File: config.mk
export PLATFORM = sky130hd
export DESIGN_NAME = timer_dev
export DESIGN_NICKNAME = d
export VERILOG_FILES = /design/src/rtl/timer_dev.sv
export SDC_FILE = /design/constraint.sdc
export NUM_CORES = 1
export LEC_CHECK = 0
export CELL_PAD_IN_SITES_DETAIL_PLACEMENT = 0
export CELL_PAD_IN_SITES_GLOBAL_PLACEMENT = 1
export CORE_UTILIZATION = 42
export CTS_CLUSTER_DIAMETER = 100
export CTS_CLUSTER_SIZE = 8
export DETAILED_ROUTE_END_ITERATION = 8
export PLACE_DENSITY = 0.94
export SYNTH_ARGS = -nofsm -noshare
export SYNTH_HDL_FRONTEND = slang
export SYNTH_SLANG_ARGS = --single-unit
File: constraint.sdc
create_clock -name clk -period 5.17 [get_ports clk]
set_input_delay 1.551 -clock clk [delete_from_list [all_inputs] [get_ports clk]]
set_output_delay 1.551 -clock clk [all_outputs]
set_load 0.03 [all_outputs]
File: src/rtl/timer_dev.sv
// timer_dev: memory-mapped down-counter timer with one-shot and
// auto-reload modes and a maskable, registered interrupt request.
module timer_dev (
  input  logic        clk,
  input  logic        reset,
  input  logic [1:0]  addr,
  input  logic        we,
  input  logic [31:0] din,
  output logic [31:0] dout,
  output logic        irq
);

  typedef enum logic [1:0] {
    IDLE,
    LOAD,
    CNT,
    INT
  } state_t;

  state_t      state;
  logic        en;
  logic [1:0]  mode;
  logic        im;
  logic [31:0] preset;
  logic [31:0] count;
  logic        flag;

  logic        ctrl_wr;
  logic        pre_wr;
  logic        reload;
  logic        set_flag;
  logic        en_n;
  logic [1:0]  mode_n;
  logic        im_n;
  logic        flag_n;

  // Next CTRL/flag values: the INT action first, then a CTRL
  // write overrides EN/MODE/IM, and a fresh expiry always sets the flag.
  always_comb begin
    ctrl_wr  = we && (addr == 2'b00);
    pre_wr   = we && (addr == 2'b01);
    reload   = (mode == 2'b01);
    set_flag = (state == CNT) && en && (count == 32'd0);
    en_n     = en;
    mode_n   = mode;
    im_n     = im;
    flag_n   = flag;
    if (state == INT) begin
      if (reload) flag_n = 1'b0;
      else        en_n   = 1'b0;
    end
    if (ctrl_wr) begin
      en_n   = din[0];
      mode_n = din[2:1];
      im_n   = din[3];
      if (din[0]) flag_n = 1'b0;
    end
    if (set_flag) flag_n = 1'b1;
  end

  // Registers, counter FSM and the registered interrupt output.
  always_ff @(posedge clk) begin
    if (!reset) begin
      state  <= IDLE;
      en     <= 1'b0;
      mode   <= 2'b00;
      im     <= 1'b0;
      preset <= 32'd0;
      count  <= 32'd0;
      flag   <= 1'b0;
      irq    <= 1'b0;
    end else begin
      en   <= en_n;
      mode <= mode_n;
      im   <= im_n;
      flag <= flag_n;
      irq  <= im_n & flag_n;
      if (pre_wr) preset <= din;
      unique case (state)
        IDLE: begin
          if (en) state <= LOAD;
        end
        LOAD: begin
          count <= preset;
          state <= CNT;
        end
        CNT: begin
          if (!en)                 state <= IDLE;
          else if (count != 32'd0) count <= count - 32'd1;
          else                     state <= INT;
        end
        INT: begin
          state <= reload ? LOAD : IDLE;
        end
        default: state <= IDLE;
      endcase
    end
  end

  // Combinational read mux.
  always_comb begin
    dout = 32'd0;
    unique case (addr)
      2'b00:   dout = {28'd0, im, mode, en};
      2'b01:   dout = preset;
      2'b10:   dout = count;
      default: dout = 32'd0;
    endcase
  end

endmodule

Word-level counts from Yosys, hierarchy flattened. Index checks and enable logic that the tools add are counted.

Output and inout bits: 33. Register bits after elaboration: 72. Bits of input ports: 37. Word-level logic and storage cells: 52.

Eq/ne operators: 11. Bitwise gates (word level): 1. Muxes and demuxes: 18. Add/sub/neg operators: 1. Reduce and logical (&&, ||, !) cells: 13.

Operators with widths (number): case mux 32 bit (3 select lines) (1); 2-to-1 mux 32 bit (2); case mux 32 bit (2 select lines) (1); zero test 32 bit (1); nonzero test 32 bit (1); subtractor 32 x 1 -> 32 bit, second input constant (1); 2-to-1 mux 1 bit (10); case mux 2 bit (4 select lines) (1); == test 2 x 1 -> 1 bit, second input constant (3); == test 2 bit, second input constant (3); 2-to-1 mux 2 bit (3); inequality test 2 bit, second input constant (3); logical AND 1 bit (4); zero test 2 bit (2); AND reduction 2 bit (2); nonzero test 2 bit (2); inequality test 3 bit, second input constant (1); AND reduction 3 bit (1); inequality test 2 x 1 -> 1 bit, second input constant (1); bitwise AND 1 bit (1).

Depth between registers and ports, before layout. Gate-level depths: netlist of run 1.

Depth in word-level cells: 7. Depth in mapped cells: 10. Mapped depth without buffers: 8.

Worst setup path before layout of run 1. OpenSTA, ideal clock, no wires.

Path type: input to output. Start: input addr[1]. End: output dout[10]. Required time: 3.619 ns. Arrival: 2.903 ns. Buffers on the path: 3. Setup slack: 0.716 ns. Cell stages on the path: 5. Cell sequence: clkbuf_1 -> nor2b_1 -> clkbuf_1 -> buf_1 -> a22o_1.

Longest elaborated chain between the ends: 2. Elaborated cells between the ends (all ways): 4. Classes of those cells: 2 x eq/ne; 1 x mux; 1 x reduce/logical.

RTL lines: from (decl) (RTL line 6) `input logic [1:0] addr,`; == test 2 bit, or another cell as far along (RTL line 103) `unique case (addr)`; case mux 32 bit (3 select lines) * (RTL line 103); to (decl) (RTL line 9) `output logic [31:0] dout,`.

Mark *: on every way between the ends. The rest lies on a longest branch, timed or not.

Worst setup path after layout of run 1.
Start: input addr[0]. End: output dout[21].

Same word-level chain as after synthesis.

==> flow_summary_export.csv, run 1 <==
group,metric,value,unit
timing,finalHoldViolations,0,
placed_design,placed_cell_area,4690,sq um
routing,drt-wirelength-per-cell,14.63,um
yosys,synth_ff_type,"sky130_fd_sc_hd__dfxtp_1",
cts,ctsRootBufferMaster,"sky130_fd_sc_hd__clkbuf_8",
timing,maxSlewViolCount,0,
routing,route.vias.total,3883,
yosys,post_synth_instance_area,4064,sq um
placed_design,place.port_buffers,69,
yosys,asyncSetResetFlopFracSynth,0,%
power,p_seq_share,52.9,%
yosys,synth_enable_flop_cells,0,
timing,worst_margin_slew,0.9920,ns
grt,grt_first_pass_wirelength,17440,um
yosys,synth_area_in_xor_xnor,0,%
finish,seq_area,1441,sq um
timing,final.setup_skew,0.005280,ns
yosys,register_area_share_after_synthesis,35.47,%
yosys,compound_cell_area_share_of_the_yosys_netlist,30.76,%
critical_path,timing.setup.critical_path_class,"input pin to output pin",
yosys,synth_adder_area_share,0.3079,%
finish,fraction_of_the_core_area_covered_by_cells_at_the_end_of_the_flow,51.99,%
finish,most_common_cell_after_layout_fill_and_taps_aside,"sky130_fd_sc_hd__nand2_1",
cts,number_of_setup_buffers_added_after_cts,0,
cts,clkSlewWorstSetupHoldPaths,0.07,ns
critical_path,cp.required,3.62,ns
finish,fillers,923,
placed_design,gp_congestion,0.8235,
routing,route.antenna.remaining_nets,0,
cts,cts_hold_buf,0,
power,switching_share,24.93,%
die,core,9328,sq um
cts,clk_path_buf_depth,2,
finish,n_antenna_cell,0,
placed_design,numPlacedInstances,692,
grt,grt_usage,21.38,%
flow_run,max_cap_violations,0,
routing,vias_per_cell,5.508,
timing,minimum_clock_period_after_layout,4.644,ns
cts,tritoncts_clock_tree,"yes",
yosys,syn_nets,570,
die,start_util,43.57,%
yosys,synthMuxAreaShare,1.724,%
power,p_switching,0.2706,mW
routing,drt_pass1_iterations,4,
die,design.portCount,70,
worst_hold_path,min_path_type,"flip-flop to flip-flop",
routing,drtIter0Drc,181,
cts,numCtsBuffers,9,
yosys,synth.ff_latch_count,72,
timing,slew-limit-headroom,33.87,%
power,irDropWorstVdd,0.1318,mV
finish,areaGrowthSynthToFinish,19.33,%
cts,worst_skew_pair.late_latency,0.33,ns
die,die_x,100.4,um
cts,cts_max_level,3,
finish,finished_cell_area,4850,sq um
yosys,synth_cell_type_count,53,
die,std_cell_rows,35,
critical_path,arrival,3.09,ns
timing,setup_viol,0,
grt,maximum_number_of_pins_on_one_net_before_global_route_repair,62,
die,dieArea,10070,sq um
yosys,postSynthAreaPerCell,7.639,sq um
finish,finish.net_count,612,
grt,antenna_found_initial,0,
timing,fin_tns_setup,0,ns
outcome,run_status,"complete, no violations",
yosys,yosysWarnings,0,
yosys,post_synth_inst_count,532,
timing,unrepaired_setup_endpoints_after_global_routing,"false",
finish,multi_input_area,2399,sq um
grt,grt_pass1_vias,3653,
grt,grt-ovfl-total,0,
yosys,synth-simple-area-share,26.05,%
finish,finalNonFillerCells,705,
yosys,synth_top_family_by_area,"compound AO/OA/AOI/OAI gates",
power,clock_power_share,35.3,%
power,internal_power,0.8149,mW
finish,final_layout_size_suffix_gt1_share,12.33,%
timing,timing.final.crit_share,89.83,%
placed_design,placed_wire_length_estimate_after_detailed_placement,6961,um
power,static_leakage,1.766,nW
finish,layout_common_cells,"123 x sky130_fd_sc_hd__nand2_1, 72 x sky130_fd_sc_hd__dfxtp_1, 40 x sky130_fd_sc_hd__buf_4, 36 x sky130_fd_sc_hd__a21boi_0, 36 x sky130_fd_sc_hd__clkdlybuf4s50_1",
cts,cts_resized,0,
critical_path,crit_path_max_fanout,34,
routing,drc,0,
critical_path,worstSetupStartpointType,"input pin",
die,die-height,100.4,um
routing,wirelength,10310,um
cts,cts.sink_count,72,
critical_path,critical_path.endpoint_type,"output pin",
power,power_per_cell_area,223.8,nW/um^2
power,power.share.combinational,11.8,%
timing,fmaxAchievable,215.3,MHz
power groups by stage:
stage                     clock [mW]  sequential (mW)  combinational (mW)
after floorplan                    0            0.584              0.0778
after global placement             0            0.587               0.127
after detailed placement           0            0.587               0.128
after CTS                      0.393            0.574               0.129
after global routing           0.419            0.575               0.141
final                          0.383            0.574               0.128
kinds of logic (layout without fill, tap and decap cells):
| logic type | count (synthesis) | in the layout |
|---|---|---|
| adders and majority gates | 1 | 1 |
| buffers and inverters | 52 | 96 |
| AOI/OAI and AO/OA | 178 | 178 |
| and+or+nand+nor | 222 | 222 |
| muxes | 7 | 7 |
| DFF | 72 | 72 |
cell type report:
class                      instances  share of cell area, %
multi-input combinational        408                  49.46
sequential                        72                  29.72
timing repair buffer              77                  13.73
tap                              129                  3.328
clock buffer                      12                  3.199
inverter                           6                 0.4644
clock inverter                     1                 0.1032
synth_stat cells, drive strengths merged, types with 2 or more instances:
cell | count | area share (%)
a21boi | 47 | 8.7
a21o | 9 | 1.7
a21oi | 27 | 3.3
a22o | 29 | 6.2
a31o | 4 | 0.86
a31oi | 6 | 0.92
and2 | 4 | 0.62
buf | 10 | 1.8
clkbuf | 36 | 3.3
dfxtp | 72 | 35
inv | 6 | 0.55
mux2i | 7 | 1.7
nand2 | 123 | 11
nand2b | 4 | 0.62
nand3 | 18 | 2.2
nand3b | 2 | 0.37
nand4 | 5 | 0.77
nand4b | 2 | 0.43
nor2 | 22 | 2.1
nor2b | 6 | 0.92
nor3 | 10 | 1.4
nor3b | 4 | 0.74
nor4 | 5 | 1.1
o211ai | 7 | 1.3
o21a | 8 | 1.5
o21ai | 30 | 3.8
o31ai | 3 | 0.55
o41ai | 4 | 1.0
or2 | 3 | 0.46
or3 | 5 | 0.77
or4 | 6 | 1.5
worst max-delay path, stage by stage:
cell and delay (ns):
sky130_fd_sc_hd__clkdlybuf4s50_1 0.58, sky130_fd_sc_hd__nor2b_2 0.17, sky130_fd_sc_hd__buf_4 0.36, sky130_fd_sc_hd__a22o_1 0.25, sky130_fd_sc_hd__buf_4 0.18
layer usage:
layer	share of wire [%]	GRT usage [%]	vias up
li1	-	-	1972
met1	49	29.48	1818
met2	46	34.56	87
met3	4.2	3.830	6
met4	0.53	5.240	0
met5	0	0	-
registers in the layout (all words and copies together) (netlist names):
register  cells
irq           1
en            1
count        32
flag          1
preset       32
im            1
mode          2
state         2
through the flow:
stage          power (mW)  worst slack (ns)  hold WS, ns
5_1_grt             1.135            0.4445       0.5034
6_report            1.085            0.5260       0.4729
4_1_cts             1.096            0.5365       0.4769
3_3_place_gp       0.7133            0.5668       0.4561
3_5_place_dp       0.7152            0.5529       0.4672
2_1_floorplan      0.6616            0.7165       0.4426
worst paths after layout:
kind	endpoint	slack, ns	from	cells past startpoint
max reg2reg	count[14]	2.06	count[0]	8
min reg2reg	count[21]	0.47	count[21]	2
min	count[21]	0.47	count[21]	2
max	dout[21]	0.53	addr[0]	5
No activity file was read; power rests on OpenSTA's default activity.
==> run 2: changes to the inputs <==
--- a/config.mk
+++ b/config.mk
@@ -9,7 +9,7 @@
 export CELL_PAD_IN_SITES_GLOBAL_PLACEMENT = 1
 export CORE_UTILIZATION = 42
 export CTS_CLUSTER_DIAMETER = 100
-export CTS_CLUSTER_SIZE = 8
+export CTS_CLUSTER_SIZE = 16
 export DETAILED_ROUTE_END_ITERATION = 8
 export PLACE_DENSITY = 0.94
 export SYNTH_ARGS = -nofsm -noshare
==> results of run 2 <==
No change in the layout: final DEF, timing and power equal those of run 1.
==> run 3: changes to the inputs <==
--- a/config.mk
+++ b/config.mk
@@ -9,8 +9,8 @@
 export CELL_PAD_IN_SITES_GLOBAL_PLACEMENT = 1
 export CORE_UTILIZATION = 42
 export CTS_CLUSTER_DIAMETER = 100
-export CTS_CLUSTER_SIZE = 16
 export DETAILED_ROUTE_END_ITERATION = 8
+export GPL_TIMING_DRIVEN = 0
 export PLACE_DENSITY = 0.94
 export SYNTH_ARGS = -nofsm -noshare
 export SYNTH_HDL_FRONTEND = slang
==> run 3 against run 2 <==
Against the previous run: sequential power is essentially flat; largest power group unchanged; clock skew grew 0.0039 ns; total power grew 8.9%; non-clock buffer count grew 36.
==> flow_summary_export.csv, run 3 (synthesis gave the netlist of run 1 again) <==
group,metric,value,unit
cts,cts_hold_buf,0,
finish,largestRegisters,"count (32), preset (32)",
die,start_util,43.57,%
routing,vias_per_cell,5.831,
placed_design,placed_cell_area,4896,sq um
cts,clkSlewWorstSetupHoldPaths,0.07,ns
routing,drtIter0Drc,296,
timing,slew-limit-headroom,40.20,%
die,dieArea,10070,sq um
timing,final.setup_skew,0.009217,ns
power,irDropWorstVdd,0.1122,mV
routing,routed.top_layer,"met4",
grt,grt_first_pass_wirelength,20800,um
cts,ctsRootBufferMaster,"sky130_fd_sc_hd__clkbuf_8",
die,die_x,100.4,um
grt,grt_usage,27.52,%
die,std_cell_rows,35,
timing,finalHoldViolations,0,
routing,route.vias.total,4338,
timing,minimum_clock_period_after_layout,5.039,ns
cts,worst_skew_pair.late_latency,0.36,ns
cts,cts_max_level,3,
die,design.portCount,70,
die,die-height,100.4,um
grt,grt-ovfl-total,0,
finish,layout_common_cells,"123 x sky130_fd_sc_hd__nand2_1, 72 x sky130_fd_sc_hd__dfxtp_1, 37 x sky130_fd_sc_hd__clkdlybuf4s50_1, 36 x sky130_fd_sc_hd__a21boi_0, 32 x sky130_fd_sc_hd__clkbuf_1",
power,total_power,1.182,mW
critical_path,worstSetupStartpointType,"input pin",
placed_design,numPlacedInstances,728,
routing,route.antenna.remaining_nets,0,
timing,layout_setup_ws,0.1309,ns
power,static_leakage,1.925,nW
routing,detailroute.wirelength.met2,5975,um
critical_path,crit_path_max_fanout,10,
routing,wirelength,13400,um
timing,setup_viol,0,
finish,most_common_cell_after_layout_fill_and_taps_aside,"sky130_fd_sc_hd__nand2_1",
cts,tritoncts_clock_tree,"yes",
worst_hold_path,min_path_type,"flip-flop to flip-flop",
grt,grt_pass1_vias,3938,
timing,maxSlewViolCount,0,
critical_path,cp.required,3.62,ns
placed_design,gp_congestion,0.9374,
timing,unrepaired_setup_endpoints_after_global_routing,"false",
critical_path,crit_slowest_cell,"sky130_fd_sc_hd__clkdlybuf4s50_1",
finish,finalNonFillerCells,744,
timing,timing.final.crit_share,97.47,%
routing,met3WireLength,1120,um
routing,drt_pass1_iterations,5,
cts,numCtsBuffers,9,
critical_path,timing.setup.critical_path_class,"input pin to output pin",
routing,drt-wirelength-per-cell,18.00,um
critical_path,critical_path.endpoint_type,"output pin",
finish,n_antenna_cell,0,
placed_design,place.port_buffers,67,
critical_path,worst_path_cell_trace,"clkdlybuf4s50_1 -> nor2b_1 -> clkbuf_2 -> clkbuf_4 -> a22o_1 -> dlygate4sd2_1",
finish,finish.net_count,648,
grt,maximum_number_of_pins_on_one_net_before_global_route_repair,12,
cts,cts.sink_count,72,
routing,wl_met1,6033,um
routing,drc,0,
placed_design,placed_wire_length_estimate_after_detailed_placement,9442,um
placed_design,place_worst_setup_slack,-0.7329,ns
timing,fmaxAchievable,198.5,MHz
timing,worst_margin_slew,0.8887,ns
finish,areaGrowthSynthToFinish,25.03,%
power,power_per_cell_area,232.5,nW/um^2
finish,finished_cell_area,5081,sq um
finish,final_layout_size_suffix_gt1_share,7.154,%
critical_path,arrival,3.49,ns
critical_path,cp_slowest_stage_delay,0.58,ns
grt,antenna_found_initial,0,
flow_run,max_cap_violations,0,
outcome,run_status,"complete, no violations",
cts,clk_path_buf_depth,2,
die,core,9328,sq um
==> run 3: worst paths after layout <==
check	from	endpoint	slack (ns)	cells after the start
setup / recovery	addr[0]	dout[21]	0.13	6
hold / removal	count[21]	count[21]	0.48	2
setup reg to reg	count[0]	count[10]	2.33	9
hold reg to reg	count[21]	count[21]	0.48	2
==> run 3: final cells by class <==
cell class,instances,area [sq um]
Fill cell,928,4247
Multi-Input combinational cell,408,2391
Sequential cell,72,1441
Timing Repair Buffer,67,633.1
Buffer,46,232.7
Tap cell,129,161.4
Clock buffer,13,158.9
Clock inverter,3,40.04
Inverter,6,22.52
==> run 3: report_power, final <==
part / switching [mW] / leakage [nW] / internal [mW]
clock: 0.216 / 0.103 / 0.248
combinational: 0.0830 / 1.24 / 0.0599
sequential: 0.00926 / 0.582 / 0.565
total: 0.309 / 1.93 / 0.873
==> run 3: critical path: cells and delay by family <==
family	cells	cell delay (ns)
buf+inv	4	1.53
compound gates	1	0.21
simple gates	1	0.20
==> run 3: routing by layer <==
layer  global-route usage, %  vias to the layer above
met5                       0                        -
met4                   9.699                        0
met3                   4.387                       25
met2                   43.05                      199
met1                   38.31                     2063
li1                        -                     2051
==> run 3: metrics by stage <==
stage / TNS [ns] / util [%] / hold WS (ns)
5_1_grt: 0 / 54.47 / 0.5112
3_3_place_gp: -18.54 / 52.49 / 0.4568
6_report: 0 / 54.47 / 0.4763
2_1_floorplan: 0 / - / 0.4426
4_1_cts: 0 / 54.47 / 0.4754
3_5_place_dp: -19.81 / 52.49 / 0.4651
==> run 3: what timing repair did <==
| item | CTS | global route |
|---|---|---|
| setup buffers | 0 | 0 |
| setup endpoints to repair | 32 | 0 |
| endpoints found under the hold margin | 0 | 0 |
| gates resized for setup | 43 | 0 |
